===== config.mk =====
export PLATFORM = sky130hd
export DESIGN_NAME = synchronizer_vec_filt
export DESIGN_NICKNAME = d
export VERILOG_FILES = /design/src/rtl/sync_pkg.sv /design/src/rtl/sync_filt_ch.sv /design/src/rtl/synchronizer_vec_filt.sv
export SDC_FILE = /design/constraint.sdc
export NUM_CORES = 1
export LEC_CHECK = 0
export ABC_CLOCK_PERIOD_IN_PS = 2260
export CAP_MARGIN = 25
export CORE_MARGIN = 2
export CORE_UTILIZATION = 55
export DETAILED_ROUTE_END_ITERATION = 8
export DONT_BUFFER_PORTS = 1
export PLACE_DENSITY = 0.7
export SETUP_SLACK_MARGIN = 0.4
export SLEW_MARGIN = 15
export SYNTH_ARGS = -nofsm -noshare
export SYNTH_HDL_FRONTEND = slang
export SYNTH_SLANG_ARGS = --single-unit

===== constraint.sdc =====
create_clock -name clk -period 2.26 [get_ports clk]
set_input_delay 0.113 -clock clk [delete_from_list [all_inputs] [get_ports clk]]
set_output_delay 0.113 -clock clk [all_outputs]
set_load 0.02 [all_outputs]

===== src/rtl/sync_pkg.sv =====
// Shared constants, helpers and types for the vector synchronizer/deglitch filter.
// The optional per-channel event counters are enabled with the SYNC_EVT_CNT_EN macro.
package sync_pkg;

    localparam int SYNC_MIN_STAGES = 2;
    localparam int SYNC_FC_MAX_W   = 16;

    function automatic int filt_cnt_w(input int filt);
        return (filt < 1) ? 1 : $clog2(filt + 1);
    endfunction

    // Filter state per channel: held output level and persistence counter.
    typedef struct packed {
        logic                     q;
        logic [SYNC_FC_MAX_W-1:0] fc;
    } filt_state_t;

endpackage


===== src/rtl/sync_filt_ch.sv =====
// One channel: N-flop synchronizer chain, persistence filter, edge pulses and,
// when SYNC_EVT_CNT_EN is defined, a saturating rising-event counter.
module sync_filt_ch
    import sync_pkg::*;
#(
    parameter int   N        = 2,
    parameter int   FILT     = 0,
    parameter logic INIT_BIT = 1'b0,
    parameter int   CNT_W    = 8
) (
    input  logic             clk,
    input  logic             rst,
    input  logic             data_in,
`ifdef SYNC_EVT_CNT_EN
    input  logic             cnt_clr,
    output logic [CNT_W-1:0] evt_cnt,
`endif
    output logic             data_out,
    output logic             rise,
    output logic             fall
);

    localparam logic [SYNC_FC_MAX_W-1:0] FILT_V = SYNC_FC_MAX_W'(FILT);
    localparam logic [SYNC_FC_MAX_W-1:0] FC_ONE = SYNC_FC_MAX_W'(1);

    if (FILT < 0 || filt_cnt_w(FILT) > SYNC_FC_MAX_W) begin : g_bad_filt
        $error("sync_filt_ch: FILT out of range");
    end
    if (CNT_W < 1) begin : g_bad_cnt_w
        $error("sync_filt_ch: CNT_W must be at least 1");
    end

    (* ASYNC_REG = "TRUE" *) logic [N-1:0] sync_reg;
    filt_state_t st_reg;
    logic        rise_reg;
    logic        fall_reg;
    logic        s;
    logic        update;

    always_ff @(posedge clk or posedge rst) begin
        if (rst) begin
            sync_reg <= {N{INIT_BIT}};
        end else begin
            sync_reg <= {sync_reg[N-2:0], data_in};
        end
    end

    assign s      = sync_reg[N-1];
    assign update = (s != st_reg.q) && (st_reg.fc == FILT_V);

    // The counter restarts whenever s agrees with the output, so any
    // excursion shorter than FILT+1 samples never reaches an update.
    always_ff @(posedge clk or posedge rst) begin
        if (rst) begin
            st_reg.q  <= INIT_BIT;
            st_reg.fc <= '0;
            rise_reg  <= 1'b0;
            fall_reg  <= 1'b0;
        end else begin
            rise_reg <= update & s;
            fall_reg <= update & ~s;
            if ((s == st_reg.q) || update) begin
                st_reg.fc <= '0;
            end else begin
                st_reg.fc <= st_reg.fc + FC_ONE;
            end
            if (update) begin
                st_reg.q <= s;
            end
        end
    end

    assign data_out = st_reg.q;
    assign rise     = rise_reg;
    assign fall     = fall_reg;

`ifdef SYNC_EVT_CNT_EN
    localparam logic [CNT_W-1:0] CNT_MAX = '1;
    logic [CNT_W-1:0] cnt_reg;

    // Clear takes priority but a coincident rise still counts as the first event.
    always_ff @(posedge clk or posedge rst) begin
        if (rst) begin
            cnt_reg <= '0;
        end else if (cnt_clr) begin
            cnt_reg <= (update && s) ? CNT_W'(1) : '0;
        end else if (update && s && (cnt_reg != CNT_MAX)) begin
            cnt_reg <= cnt_reg + CNT_W'(1);
        end
    end

    assign evt_cnt = cnt_reg;
`endif

endmodule


===== src/rtl/synchronizer_vec_filt.sv =====
// W-channel level synchronizer with deglitch filter and rise/fall pulses.
// Optional per-channel event counters exist only when SYNC_EVT_CNT_EN is defined.
module synchronizer_vec_filt
    import sync_pkg::*;
#(
    parameter int           W     = 1,
    parameter int           N     = 2,
    parameter int           FILT  = 0,
    parameter logic [W-1:0] INIT  = '0,
    parameter int           CNT_W = 8
) (
    input  logic               clk,
    input  logic               rst,
    input  logic [W-1:0]       data_in,
`ifdef SYNC_EVT_CNT_EN
    input  logic               cnt_clr,
    output logic [W*CNT_W-1:0] evt_cnt,
`endif
    output logic [W-1:0]       data_out,
    output logic [W-1:0]       rise,
    output logic [W-1:0]       fall
);

    if (N < SYNC_MIN_STAGES) begin : g_bad_n
        $error("synchronizer_vec_filt: N must be at least SYNC_MIN_STAGES");
    end

    for (genvar gi = 0; gi < W; gi++) begin : g_ch
        sync_filt_ch #(
            .N        (N),
            .FILT     (FILT),
            .INIT_BIT (INIT[gi]),
            .CNT_W    (CNT_W)
        ) u_ch (
            .clk      (clk),
            .rst      (rst),
            .data_in  (data_in[gi]),
`ifdef SYNC_EVT_CNT_EN
            .cnt_clr  (cnt_clr),
            .evt_cnt  (evt_cnt[gi*CNT_W +: CNT_W]),
`endif
            .data_out (data_out[gi]),
            .rise     (rise[gi]),
            .fall     (fall[gi])
        );
    end

endmodule


==> results of run 1 <==
-- what timing repair did --
| action | in CTS | in global routing |
|---|---|---|
| endpoints found under the setup margin | 0 | 15 |
| endpoints found under the hold margin | 22 | 0 |
| gates resized for setup | 0 | 1 |
| hold buffers | 2 | 0 |
-- metrics by stage --
| step | cells | total power, mW |
|---|---|---|
| floorplan | 95 | 0.402 |
| global placement | 119 | 0.405 |
| detailed placement | 119 | 0.406 |
| CTS | 125 | 0.581 |
| global route | 125 | 0.602 |
| finish | 125 | 0.575 |
-- worst reg2reg max path: cells and delay by family, from the launching register on --
| kind | cells | cell delay, ps |
|---|---|---|
| simple gates | 4 | 860 |
| buf+inv | 1 | 90 |
| flops | 1 | 440 |
| fa+ha+maj | 1 | 140 |
-- layout make-up --
class | instances | share of cell area (%)
Clock buffer | 3 | 2.14
Clock inverter | 1 | 0.474
Inverter | 7 | 2.49
Multi-Input combinational cell | 66 | 40.2
Sequential cell | 21 | 49.8
Tap cell | 25 | 2.97
Timing Repair Buffer | 2 | 1.90
-- cell usage in the layout, fill, tap and decap left out, types with 5 or more instances in the layout --
cell type,instances
nor4_1,5
inv_1,7
nor3_1,7
nand3_1,5
xnor2_1,11
nor2_1,15
dfrtp_1,21
-- worst min-delay path by stage --
| stage | slack [ps] | cells past startpoint | end |
|---|---|---|---|
| after global placement | 140 | 0 | g_ch[0].u_ch.sync_reg[0] |
| after CTS | 350 | 1 | g_ch[0].u_ch.sync_reg[0] |
| after detailed placement | 140 | 0 | g_ch[0].u_ch.sync_reg[0] |
| after floorplan | 90 | 1 | g_ch[0].u_ch.data_out |
| after global routing | 350 | 1 | g_ch[0].u_ch.sync_reg[0] |
| final | 360 | 1 | g_ch[0].u_ch.sync_reg[0] |
-- power breakdown --
group | switching, mW | internal [mW] | total [mW]
logic | 0.00898 | 0.00478 | 0.0138
clock network | 0.109 | 0.0661 | 0.175
registers | 0.00667 | 0.380 | 0.387
total | 0.124 | 0.451 | 0.575
-- layer usage --
metal	up-vias	track usage [%]	share of wire, %
met5	-	0	0
met4	0	10.9	2.6
met3	5	5.49	2.5
met2	8	26.4	42
met1	312	24.3	53
li1	333	-	-
-- cells by family after synthesis --
group / after synthesis
compound gates: 2
xor+xnor: 14
fa+ha+maj: 2
buf+inv: 8
flops: 21
mux: 1
simple gates: 47
==> flow_summary.ini, run 1 <==
[synthesis]
synth_nets = 100
synth_edf_count = 0
yosys.area_share.xor_xnor_pct = 12.5
synthMuxAreaShare_pct = 1.15
syn_area_um2 = 978
synthAdderAreaFrac_pct = 2.56
async_reset_ff_share_pct = 100
synthTopCellsByArea = dfrtp_1 54%, xnor2_1 9.8%, nor2_1 5.8%, nor3_1 3.6%, nor4_1 3.2%
synth.most_common_cell = dfrtp_1
syn_inst = 95
synth-seq-area-share_pct = 53.7
synth_top_area_cell = dfrtp_1
yosysWarnings = 0
ys_types = 22
synth_top_area_share_pct = 53.7
synth-compound-area-share_pct = 1.41
yosys.area_share.simple_pct = 25.4
ys.flop_type = dfrtp_1
ys_ff_latch = 21
syn_avg_cell_area_um2 = 10.3
ys_top_cells_by_count = 21 x dfrtp_1, 15 x nor2_1, 11 x xnor2_1
synth_top_family_by_area = simple AND/OR/NAND/NOR gates

[setup_path]
slowest_delay_ps = 440
crit_end = g_ch[0].u_ch.st_reg[10]
cp.arrival_ps = 1830
critical_path_class = reg -> reg
path_depth = 6
rr_startpoint = g_ch[0].u_ch.st_reg[0]
regToRegEndpoint = g_ch[0].u_ch.st_reg[10]
reg2regPathDepth = 6
cp-start-kind = flop
worst-path-max-fanout = 15
crit_required_ps = 2450
critPathSlowestCell = dfrtp_1
r2r_slack_ps = 620
crit_start = g_ch[0].u_ch.st_reg[0]
path_delay_family = simple AND/OR/NAND/NOR gates
critPathBufInv = 1
end_kind = flop
crit_chain = inv_1, ha_1, nor4b_1, nand4_1, nand2_2, nor2_1

[timing]
post-route-period-util_pct = 72.6
hold_viol = 0
holdWs_ps = 359
worst_slack_ps = 619
fmax_ghz = 0.610
period_needed_ps = 1640
setup_tns_ps = 0
rsz0062_at_grt = false
setup_viol = 0
slew_violations = 0
slew_headroom_pct = 50.0
tightest_slew_ps = 750
skew_ps = 2.32

[floorplanning]
coreArea_um2 = 1710
die-area_um2 = 2130
initial_core_util_pct = 57.3
rows = 15
fp.dieW_um = 46.2
io_pins = 6
fp.dieH_um = 46.2

[global_route]
grt_usage_pct = 18.4
grt_overflow = 0
first_global_vias = 616
antenna_found_initial = 0
grt_max_degree = 22
grt_pass1_wl_mm = 2.68

[cells_and_area]
syn_to_final_growth_pct = 7.80
multiInputGateArea_um2 = 424
largest_reg_flops = 16
nNetsFinal = 106
drive_gt1_share_pct = 8.00
antenna-diode-count = 0
fill_cells = 139
utilization_pct = 61.8
fin_area_um2 = 1050
seqCellArea_um2 = 526

[detailed_routing]
post_drt_via_cell_ratio = 5.26
drc = 0
first_iter_violations = 5
ant_nets = 0
first_pass_iters = 3
vias = 658
wl_per_cell_um = 12.7
routed_wl_mm = 1.59

[clock_network]
htreeDepth = 1
cts_buffers = 3
path_clk_slew_ps = 110
root_buffer = clkbuf_4
insertion_delay_ps = 300
cts_sinks = 21
postCtsSetupBuffers = 0
clock_path_buffers = 2
tritoncts = built

[power]
ir_worst_vdd_mv = 0.404
power_density_nw_per_um2 = 545
power_leakage_nw = 0.399

[placed_design]
io_buffers = 0
place_area_um2 = 1000
dp_hpwl_mm = 1.18
place_congestion = 0.794
dp_slack_ps = 460

[hold_path]
min_path_type = in -> reg
hp-start = data_in

[outcome]
status = completed

[run]
maxCapViolCount = 0
(Power assumes the default switching activity.)
==> inputs of run 2 (changes only) <==
ABC_AREA = 1   (was unset)
ABC_CLOCK_PERIOD_IN_PS = 1350   (was 2260)
PLACE_DENSITY = 0.73   (was 0.7)
clock period = 1.35 ns   (was 2.26 ns; I/O delays follow)
==> run 2 against run 1 <==
Against the previous run: the run now ends with setup timing left; design area rose by 60%; clock power increased by 78%; synthesized cell count is 63% higher; clock-buffer cell count is 1 higher; largest power group unchanged; fmax rose by 14%; critical endpoint is now g_ch[0].u_ch.st_reg[2]; utilization up 23 points; area after synthesis increased by 19%; non-clock buffer count grew 25; power is 72% higher; highest routed layer unchanged; die area rose by 17%; wire length increased by 120%.
==> flow_summary.ini, run 2 <==
[detailed_routing]
first_pass_iters = 4
drc = 0
ant_nets = 0
post_drt_via_cell_ratio = 5.58
routed_wl_mm = 3.46
vias = 1182
wl_per_cell_um = 16.3
first_iter_violations = 72

[cells_and_area]
syn_to_final_growth_pct = 45.2
final_common_cell = nand2_1
fill_cells = 89
antenna-diode-count = 0
drive_gt1_share_pct = 40.0
nNetsFinal = 191
final_cell_mix = 35 x nand2_1, 20 x inv_1, 18 x buf_4, 17 x dfrtp_1, 16 x nor2_1
largest_reg_flops = 16

[placed_design]
dp_slack_ps = -1.90
dp_hpwl_mm = 1.85
io_buffers = 0
place_congestion = 0.949

[power]
power_leakage_nw = 0.744
ir_worst_vdd_mv = 0.587
p_total_uw = 988
power_density_nw_per_um2 = 585

[clock_network]
htreeDepth = 1
clock_path_buffers = 2
root_buffer = clkbuf_4
cts_buffers = 3
insertion_delay_ps = 310
tritoncts = built
cts_sinks = 21
path_clk_slew_ps = 120

[setup_path]
cp-start-kind = flop
crit_required_ps = 1560
critPathSlowestCell = dfrtp_2
worst-path-max-fanout = 5
path_delay_family = flip-flops
crit_chain = inv_2, ha_4, nand3_2, nor3_2, nand2_1, nand2_4, clkbuf_16, nor2_4
slowest_delay_ps = 460
end_kind = flop
cp.arrival_ps = 1650
critical_path_class = reg -> reg
critPathBufInv = 2

[timing]
skew_ps = 1.80
slew_headroom_pct = 81.6
post-route-period-util_pct = 107
rsz0062_at_grt = true
worst_slack_ps = -91.3
hold_viol = 0
holdWs_ps = 213
tightest_slew_ps = 276
setup_viol = 16
slew_violations = 0
period_needed_ps = 1440
fmax_ghz = 0.694

[outcome]
violations = setup timing
status = complete, but fails checks

[floorplanning]
die-area_um2 = 2500
coreArea_um2 = 1980
rows = 16
fp.dieH_um = 50.0
fp.dieW_um = 50.0
io_pins = 6
initial_core_util_pct = 58.6

[global_route]
grt_usage_pct = 23.1
antenna_found_initial = 0
grt_pass1_wl_mm = 4.45
grt_max_degree = 22
grt_overflow = 0
first_global_vias = 1048

[synthesis]
syn_inst = 155
synth_nets = 160
ys.flop_type = dfrtp_1
synth_top_area_cell = dfrtp_1
synth_top_area_share_pct = 45.2
synth_edf_count = 0
ys_ff_latch = 21
yosysWarnings = 0
ys_top_cells_by_count = 38 x nand2_1, 34 x nor2_1, 23 x inv_1
synthTopCellsByArea = dfrtp_1 45%, nand2_1 12%, nor2_1 11%, inv_1 7.4%, xor2_1 5.3%
synth.most_common_cell = nand2_1
synth-seq-area-share_pct = 45.2
async_reset_ff_share_pct = 100
syn_avg_cell_area_um2 = 7.50
ys_types = 17
syn_area_um2 = 1160

[hold_path]
min_path_type = in -> async

[run]
maxCapViolCount = 0
## run 2: changes by cell type after synthesis, moves of 5 or more
cell     before  now
nand2_1       4   38
nor4_1        5    0
nor3_1        7    1
nand4_1       3    9
inv_1         7   23
xnor2_1      11    1
nor2_1       15   34
## run 2: repair_timing
action,in CTS,in global routing
pin swaps,3,28
cloned,0,1
setup endpoints to repair,19,20
hold buffers,2,0
hold endpoints to repair,22,0
buffers inserted,2,4
gates resized for setup,4,53
## run 2: cell type report
class                      instances  area (um^2)  share of cell area (%)
sequential                        21          531                    31.4
inverter                          23         88.8                    5.26
timing repair buffer              27          256                    15.2
clock buffer                       4         26.3                    1.56
tap                               27         33.8                    2.00
multi-input combinational        110          752                    44.6
## run 2: worst paths after layout
| path | start | end | slack, ps | cells past startpoint |
|---|---|---|---|---|
| worst min-delay path | rst | g_ch[0].u_ch.st_reg[0] | 210 | 3 |
| worst min register to register | g_ch[0].u_ch.sync_reg[0] | g_ch[0].u_ch.sync_reg[1] | 360 | 0 |
| worst max-delay path | g_ch[0].u_ch.st_reg[0] | g_ch[0].u_ch.st_reg[2] | -90 | 8 |
| worst max register to register | g_ch[0].u_ch.st_reg[0] | g_ch[0].u_ch.st_reg[2] | -90 | 8 |
| max in group asynchronous | rst | g_ch[0].u_ch.st_reg[4] | 900 | 3 |
| min in group clk | data_in | g_ch[0].u_ch.sync_reg[0] | 310 | 1 |
## run 2: kinds of logic after synthesis
group | after synthesis | synth area share (%)
AOI/OAI and AO/OA | 3 | 1.61
xor gates and xnor gates | 8 | 6.03
adders and majority gates | 2 | 2.15
buffers and inverters | 24 | 8.40
DFF | 21 | 45.2
and+or+nand+nor | 97 | 36.6
## run 2: layer usage
metal	GRT usage [%]	up-vias	routed length, um
met5	0	-	0
met4	6.48	0	102
met3	3.03	14	227
met2	40.9	64	1800
met1	29.2	569	1330
li1	-	535	-
## run 2: where the power goes
part	switching, mW	internal [mW]	leakage [nW]
sequential	0.00723	0.636	0.278
clock	0.196	0.116	0.0150
combinational	0.0214	0.0113	0.452
## run 2: tightest hold or removal path: cells and delay by family
kind | cells | cell delay [ps]
buffers and inverters | 3 | 850
## run 2: through the flow
stage / std cells / setup TNS, ps / utilization, % / cell area [um^2]
finish: 212 / -1010 / 85.2 / 1690
global placement: 199 / 0 / 68.1 / 1350
global route: 212 / -1730 / 85.2 / 1690
floorplan: 155 / 0 / - / 1180
detailed placement: 199 / -3.01 / 68.1 / 1350
CTS: 207 / 0 / 72.2 / 1430
